[config.mk]
export PLATFORM = sky130hd
export DESIGN_NAME = hazard_stall_unit
export DESIGN_NICKNAME = d
export VERILOG_FILES = /design/src/rtl/hazard_stall_unit_pkg.sv /design/src/rtl/hazard_stall_unit_sb_hit.sv /design/src/rtl/hazard_stall_unit.sv
export SDC_FILE = /design/constraint.sdc
export NUM_CORES = 1
export LEC_CHECK = 0
export CAP_MARGIN = 20
export CORE_MARGIN = 4
export CORE_UTILIZATION = 35
export CTS_BUF_LIST = sky130_fd_sc_hd__clkbuf_8
export CTS_CLUSTER_SIZE = 30
export DETAILED_ROUTE_END_ITERATION = 6
export GPL_TIMING_DRIVEN = 0
export SLEW_MARGIN = 20
export SYNTH_ARGS = -nofsm -noshare
export SYNTH_HDL_FRONTEND = slang
export SYNTH_SLANG_ARGS = --single-unit
[constraint.sdc]
create_clock -name clk -period 4.09 [get_ports clk]
set_input_delay 0.818 -clock clk [delete_from_list [all_inputs] [get_ports clk]]
set_output_delay 0.818 -clock clk [all_outputs]
set_load 0.1 [all_outputs]
[src/rtl/hazard_stall_unit_pkg.sv]
// rtl/hazard_stall_unit_pkg.sv - shared widths and FSM encoding for the hazard/stall unit
package hazard_stall_unit_pkg;

  localparam int DEF_REG_ADDRESS_LEN = 4;
  localparam int DEF_CNT_W           = 16;

  // Scoreboard slot order, oldest writer last
  localparam int SB_EXE = 0;
  localparam int SB_MEM = 1;
  localparam int SB_WB  = 2;

  typedef enum logic [1:0] {
    ST_RUN   = 2'd0,
    ST_STALL = 2'd1,
    ST_WAIT  = 2'd2
  } state_t;

endpackage

[src/rtl/hazard_stall_unit_sb_hit.sv]
// rtl/hazard_stall_unit_sb_hit.sv - single scoreboard entry vs ID source comparator
module sb_hit
  import hazard_stall_unit_pkg::*;
#(
  parameter int REG_ADDRESS_LEN = DEF_REG_ADDRESS_LEN
) (
  input  logic                       valid,
  input  logic                       wb_en,
  input  logic [REG_ADDRESS_LEN-1:0] dst,
  input  logic [REG_ADDRESS_LEN-1:0] src1,
  input  logic                       src1_used,
  input  logic [REG_ADDRESS_LEN-1:0] src2,
  input  logic                       src2_used,
  output logic                       hit
);

  assign hit = valid & wb_en &
               ((src1_used & (dst == src1)) | (src2_used & (dst == src2)));

endmodule

[src/rtl/hazard_stall_unit.sv]
// rtl/hazard_stall_unit.sv - hazard detector, stall/flush/freeze control and stall statistics
module hazard_stall_unit
  import hazard_stall_unit_pkg::*;
#(
  parameter int REG_ADDRESS_LEN = DEF_REG_ADDRESS_LEN,
  parameter int CNT_W           = DEF_CNT_W
) (
  input  logic                       clk,
  input  logic                       rst,
  input  logic                       en_forwarding,
  input  logic                       id_valid,
  input  logic [REG_ADDRESS_LEN-1:0] id_src1,
  input  logic [REG_ADDRESS_LEN-1:0] id_src2,
  input  logic                       id_src1_used,
  input  logic                       id_src2_used,
  input  logic                       id_wb_en,
  input  logic [REG_ADDRESS_LEN-1:0] id_dst,
  input  logic                       id_mem_r_en,
  input  logic                       branch_taken,
  input  logic                       mem_wait,
  output logic                       hazard_stall,
  output logic                       id_bubble,
  output logic                       flush,
  output logic                       pipe_freeze,
  output logic [1:0]                 state,
  output logic [CNT_W-1:0]           stall_cycles,
  output logic [CNT_W-1:0]           stall_events
);

  logic [2:0]                 sb_valid;
  logic [2:0]                 sb_wb_en;
  logic [2:0]                 sb_load;
  logic [REG_ADDRESS_LEN-1:0] sb_dst [3];

  logic       hit_exe, hit_mem;
  logic       raw, stall_int, flush_int;
  state_t     state_q, state_d;
  logic [CNT_W-1:0] cyc_q, evt_q;

  sb_hit #(.REG_ADDRESS_LEN(REG_ADDRESS_LEN)) u_hit_exe (
    .valid(sb_valid[SB_EXE]), .wb_en(sb_wb_en[SB_EXE]), .dst(sb_dst[SB_EXE]),
    .src1(id_src1), .src1_used(id_src1_used),
    .src2(id_src2), .src2_used(id_src2_used),
    .hit(hit_exe)
  );

  sb_hit #(.REG_ADDRESS_LEN(REG_ADDRESS_LEN)) u_hit_mem (
    .valid(sb_valid[SB_MEM]), .wb_en(sb_wb_en[SB_MEM]), .dst(sb_dst[SB_MEM]),
    .src1(id_src1), .src1_used(id_src1_used),
    .src2(id_src2), .src2_used(id_src2_used),
    .hit(hit_mem)
  );

  // With forwarding only a load still in EXE cannot be bypassed in time
  assign raw       = id_valid & (en_forwarding ? (hit_exe & sb_load[SB_EXE])
                                               : (hit_exe | hit_mem));
  assign stall_int = raw & ~mem_wait & ~branch_taken;
  assign flush_int = branch_taken & ~mem_wait;

  assign pipe_freeze  = ~rst & mem_wait;
  assign flush        = ~rst & flush_int;
  assign hazard_stall = ~rst & stall_int;
  assign id_bubble    = ~rst & stall_int;
  assign state        = rst ? 2'b00 : state_q;
  assign stall_cycles = rst ? '0 : cyc_q;
  assign stall_events = rst ? '0 : evt_q;

  always_ff @(posedge clk) begin
    if (rst) begin
      sb_valid <= '0;
      sb_wb_en <= '0;
      sb_load  <= '0;
      for (int i = 0; i < 3; i++) sb_dst[i] <= '0;
    end else if (!mem_wait) begin
      sb_valid[SB_WB]  <= sb_valid[SB_MEM];
      sb_wb_en[SB_WB]  <= sb_wb_en[SB_MEM];
      sb_load[SB_WB]   <= sb_load[SB_MEM];
      sb_dst[SB_WB]    <= sb_dst[SB_MEM];
      sb_valid[SB_MEM] <= sb_valid[SB_EXE];
      sb_wb_en[SB_MEM] <= sb_wb_en[SB_EXE];
      sb_load[SB_MEM]  <= sb_load[SB_EXE];
      sb_dst[SB_MEM]   <= sb_dst[SB_EXE];
      // A stalled or flushed ID instruction leaves a bubble behind it
      sb_valid[SB_EXE] <= id_valid & ~stall_int & ~flush_int;
      sb_wb_en[SB_EXE] <= id_wb_en;
      sb_load[SB_EXE]  <= id_mem_r_en;
      sb_dst[SB_EXE]   <= id_dst;
    end
  end

  always_ff @(posedge clk) begin
    if (rst) state_q <= ST_RUN;
    else     state_q <= state_d;
  end

  always_comb begin
    state_d = ST_RUN;
    if (mem_wait)       state_d = ST_WAIT;
    else if (stall_int) state_d = ST_STALL;
  end

  always_ff @(posedge clk) begin
    if (rst) begin
      cyc_q <= '0;
      evt_q <= '0;
    end else if (stall_int) begin
      if (cyc_q != '1) cyc_q <= cyc_q + 1'b1;
      if (state_q == ST_RUN && evt_q != '1) evt_q <= evt_q + 1'b1;
    end
  end

endmodule
==> results.py <==
metrics = {
    "outcome": {
        "status": "completed",
    },
    "floorplanning": {
        "die_h_um": 95.9,
        "coreArea_um2": 7370,
        "start_util_pct": 36.7,
        "die_area_um2": 9190,
        "die_x_um": 95.9,
        "pin_count": 60,
        "row_count": 31,
    },
    "global_route": {
        "grtUsageTotal_pct": 15.6,
        "grt_pass1_wl_um": 11200,
        "grt_max_degree": 14,
        "grt_pass1_vias": 2242,
        "grt.overflow.total": 0,
        "antenna_found_initial": 0,
    },
    "routing": {
        "avgViaCountPerCell": 5.05,
        "drt_first_pass_iters": 4,
        "routed-via-count": 2359,
        "ant_nets": 0,
        "totalWireLength_um": 7000,
        "detailedRoute.firstIterationViolations": 92,
        "drc": 0,
        "wl_per_cell_um": 15.0,
    },
    "logic_synthesis": {
        "synth-main-ff-cell": "dfxtp_1",
        "ys_seq_elements": 47,
        "synth_compound_area_share_pct": 2.59,
        "synthArstFlopShare_pct": 0,
        "synth_edf_count": 8,
        "netlist_area_um2": 2700,
        "syn_avg_cell_area_um2": 8.95,
        "synth_nets": 326,
        "synth-seq-area-share_pct": 37.8,
        "synthSimpleGateAreaFrac_pct": 37.1,
        "yosysWarnings": 0,
        "synthAdderAreaFrac_pct": 0.926,
        "synth_cell_type_count": 42,
        "synth.mux.area_fraction_pct": 13.1,
        "synth-xor-area-share_pct": 5.19,
        "synthCells": 302,
        "synth_top_family_by_area": "simple AND/OR/NAND/NOR gates",
    },
    "final_layout": {
        "antennaDiodeCount": 0,
        "mostFrequentLayoutCells": "clkdlybuf4s50_1, nor2b_1, dfxtp_1",
        "postLayoutCellArea_um2": 3510,
        "drive_gt1_share_pct": 13.6,
        "multi_input_area_um2": 1600,
        "areaGrowthSynthToFinish_pct": 30.0,
        "seqCellArea_um2": 1020,
        "fin_nets": 392,
        "final_common_cell": "clkdlybuf4s50_1",
        "fillers": 757,
    },
    "critical_path": {
        "crit_required_ns": 3.27,
        "endpoint_kind": "output pin",
        "critical_path.top_delay_family": "buffers and inverters",
        "start_kind": "input pin",
        "cpMostUsedCell": "nor3_4",
        "cp_slowest_cell": "clkdlybuf4s50_1",
        "path_cells": "clkdlybuf4s50_1 > xnor2_1 > nand4_1 > nor3_1 > nor3_4 > buf_2 > nor3_4 > buf_4 > clkdlybuf4s18_2",
        "path_max_fanout": 10,
        "cp_data_arrival_time_ns": 3.05,
        "crit_type": "in -> out",
        "cp_slowest_stage_delay_ns": 0.53,
        "r2r_slack_ns": 1.71,
        "worst-path-buf-inv": 4,
    },
    "clocking": {
        "ctsHtreeMaxLevel": 2,
        "cts_tree": "yes",
        "cts_root_buf": "clkbuf_8",
        "clock_latency_ns": 0.30,
        "postCtsHoldBufs": 0,
        "clock_path_buffers": 2,
        "cts_buffers": 5,
        "cts_sinks": 47,
        "clkTransAtPathRegs_ns": 0.08,
    },
    "timing": {
        "slew_viol_final": 0,
        "setup_viol": 0,
        "hold_viol": 0,
        "holdWs_ns": 0.505,
        "min_period_ns": 3.87,
        "postLayoutSetupSlackWorst_ns": 0.219,
        "period_share_pct": 94.6,
        "max-slew-margin-rel_pct": 33.3,
        "rsz0062_at_grt": "no",
        "fin_skew_ns": 0.00954,
        "fmax_mhz": 258,
        "worst_pin_slew_ns": 0.998,
    },
    "hold_path": {
        "min_path_type": "reg -> reg",
    },
    "place": {
        "dp_slack_ns": -0.473,
        "dpl_cell_area_um2": 3410,
        "hpwl_um": 5240,
        "gp_congestion": 0.830,
        "io_buffers": 57,
    },
    "pwr": {
        "leakagePower_nw": 1.33,
        "pwr_density_cell_nw_per_um2": 240,
        "power_w": 0.000843,
        "ir_drop_uv": 107,
    },
    "run": {
        "timing.max_cap.violations": 0,
    },
}
==> state kept, by name, summed over array words and instances, names as in the netlist <==
name and cells:
cyc_q 16, evt_q 16, sb_dst 8, sb_valid 2, sb_wb_en 2, state_q 2
sb_load 1
==> metal layers <==
metal / vias up / wire (µm) / GRT usage, %
met2: 68 / 3130 / 24.5
met4: 0 / 29 / 4.15
met3: 2 / 364 / 3.44
li1: 1202 / - / -
met5: - / 0 / 0
met1: 1087 / 3480 / 21.7
==> Yosys cell counts, types with 2 or more instances <==
cell | count | share of area (%)
dfxtp_1 | 39 | 29
nor2b_1 | 39 | 9.0
nor2_1 | 35 | 4.9
mux2_2 | 26 | 11
nor3_1 | 18 | 3.3
nand2_1 | 16 | 2.2
nand4_1 | 15 | 3.5
xnor2_1 | 15 | 4.9
nand3_1 | 10 | 1.9
nor4_1 | 10 | 2.3
and2_1 | 9 | 2.1
clkbuf_1 | 8 | 1.1
edfxtp_1 | 8 | 8.9
buf_2 | 5 | 0.93
and3_1 | 4 | 0.93
mux2i_1 | 4 | 1.5
o21ai_0 | 4 | 0.74
inv_1 | 3 | 0.42
nor4b_1 | 3 | 0.97
or3_1 | 3 | 0.69
or4_1 | 3 | 0.83
a21oi_1 | 2 | 0.37
and4_1 | 2 | 0.65
ha_1 | 2 | 0.93
mux2_1 | 2 | 0.83
==> worst paths after layout <==
check | from | to | cells after the start
worst max-delay path | id_src1[3] | id_bubble | 9
worst min-delay path | sb_wb_en[1] | sb_wb_en[1] | 2
worst max register to register | sb_dst[0][3] | evt_q[5] | 8
worst min register to register | sb_wb_en[1] | sb_wb_en[1] | 2
==> where the power goes <==
part	switching, W	internal, W	leakage (nW)
clock	0.000152	0.000113	0.0466
sequential	0.00000723	0.000479	0.402
combinational	0.0000495	0.0000424	0.883
==> tightest hold or removal path, delay by kind of cell (launching register included) <==
kind | cells | cell delay [ns]
flops | 1 | 0.33
mux | 1 | 0.07
simple gates | 1 | 0.07
==> layout make-up <==
class / count / share of cell area [%]
multi-input cells: 236 / 45.7
plain buffers: 16 / 2.21
well taps: 99 / 3.53
repair buffers: 59 / 17.1
clock inverters: 2 / 0.214
clock buffers: 5 / 1.96
flip-flops and latches: 47 / 29.1
inverters: 3 / 0.321
==> per-stage QoR <==
step | utilization, % | std cells | TNS (ns)
2_1_floorplan | - | 302 | 0
3_3_place_gp | 46.2 | 458 | -0.790
3_5_place_dp | 46.2 | 458 | -0.852
4_1_cts | 47.3 | 465 | 0
5_1_grt | 47.7 | 467 | 0
6_report | 47.7 | 467 | 0
==> repair_timing <==
item,4_1_cts,5_1_grt
gates resized for setup,6,6
buffers inserted,0,2
gates cloned,0,0
endpoints found under the setup margin,2,6
pin swaps,0,1
==> kinds of logic (layout without fill, tap and decap cells) <==
family | count (synthesis) | count (layout)
flops | 47 | 47
buf+inv | 19 | 85
fa+ha+maj | 2 | 2
mux | 32 | 32
compound gates | 10 | 10
simple gates | 176 | 176
xor+xnor | 16 | 16
Power figures use the tool's default switching activity.
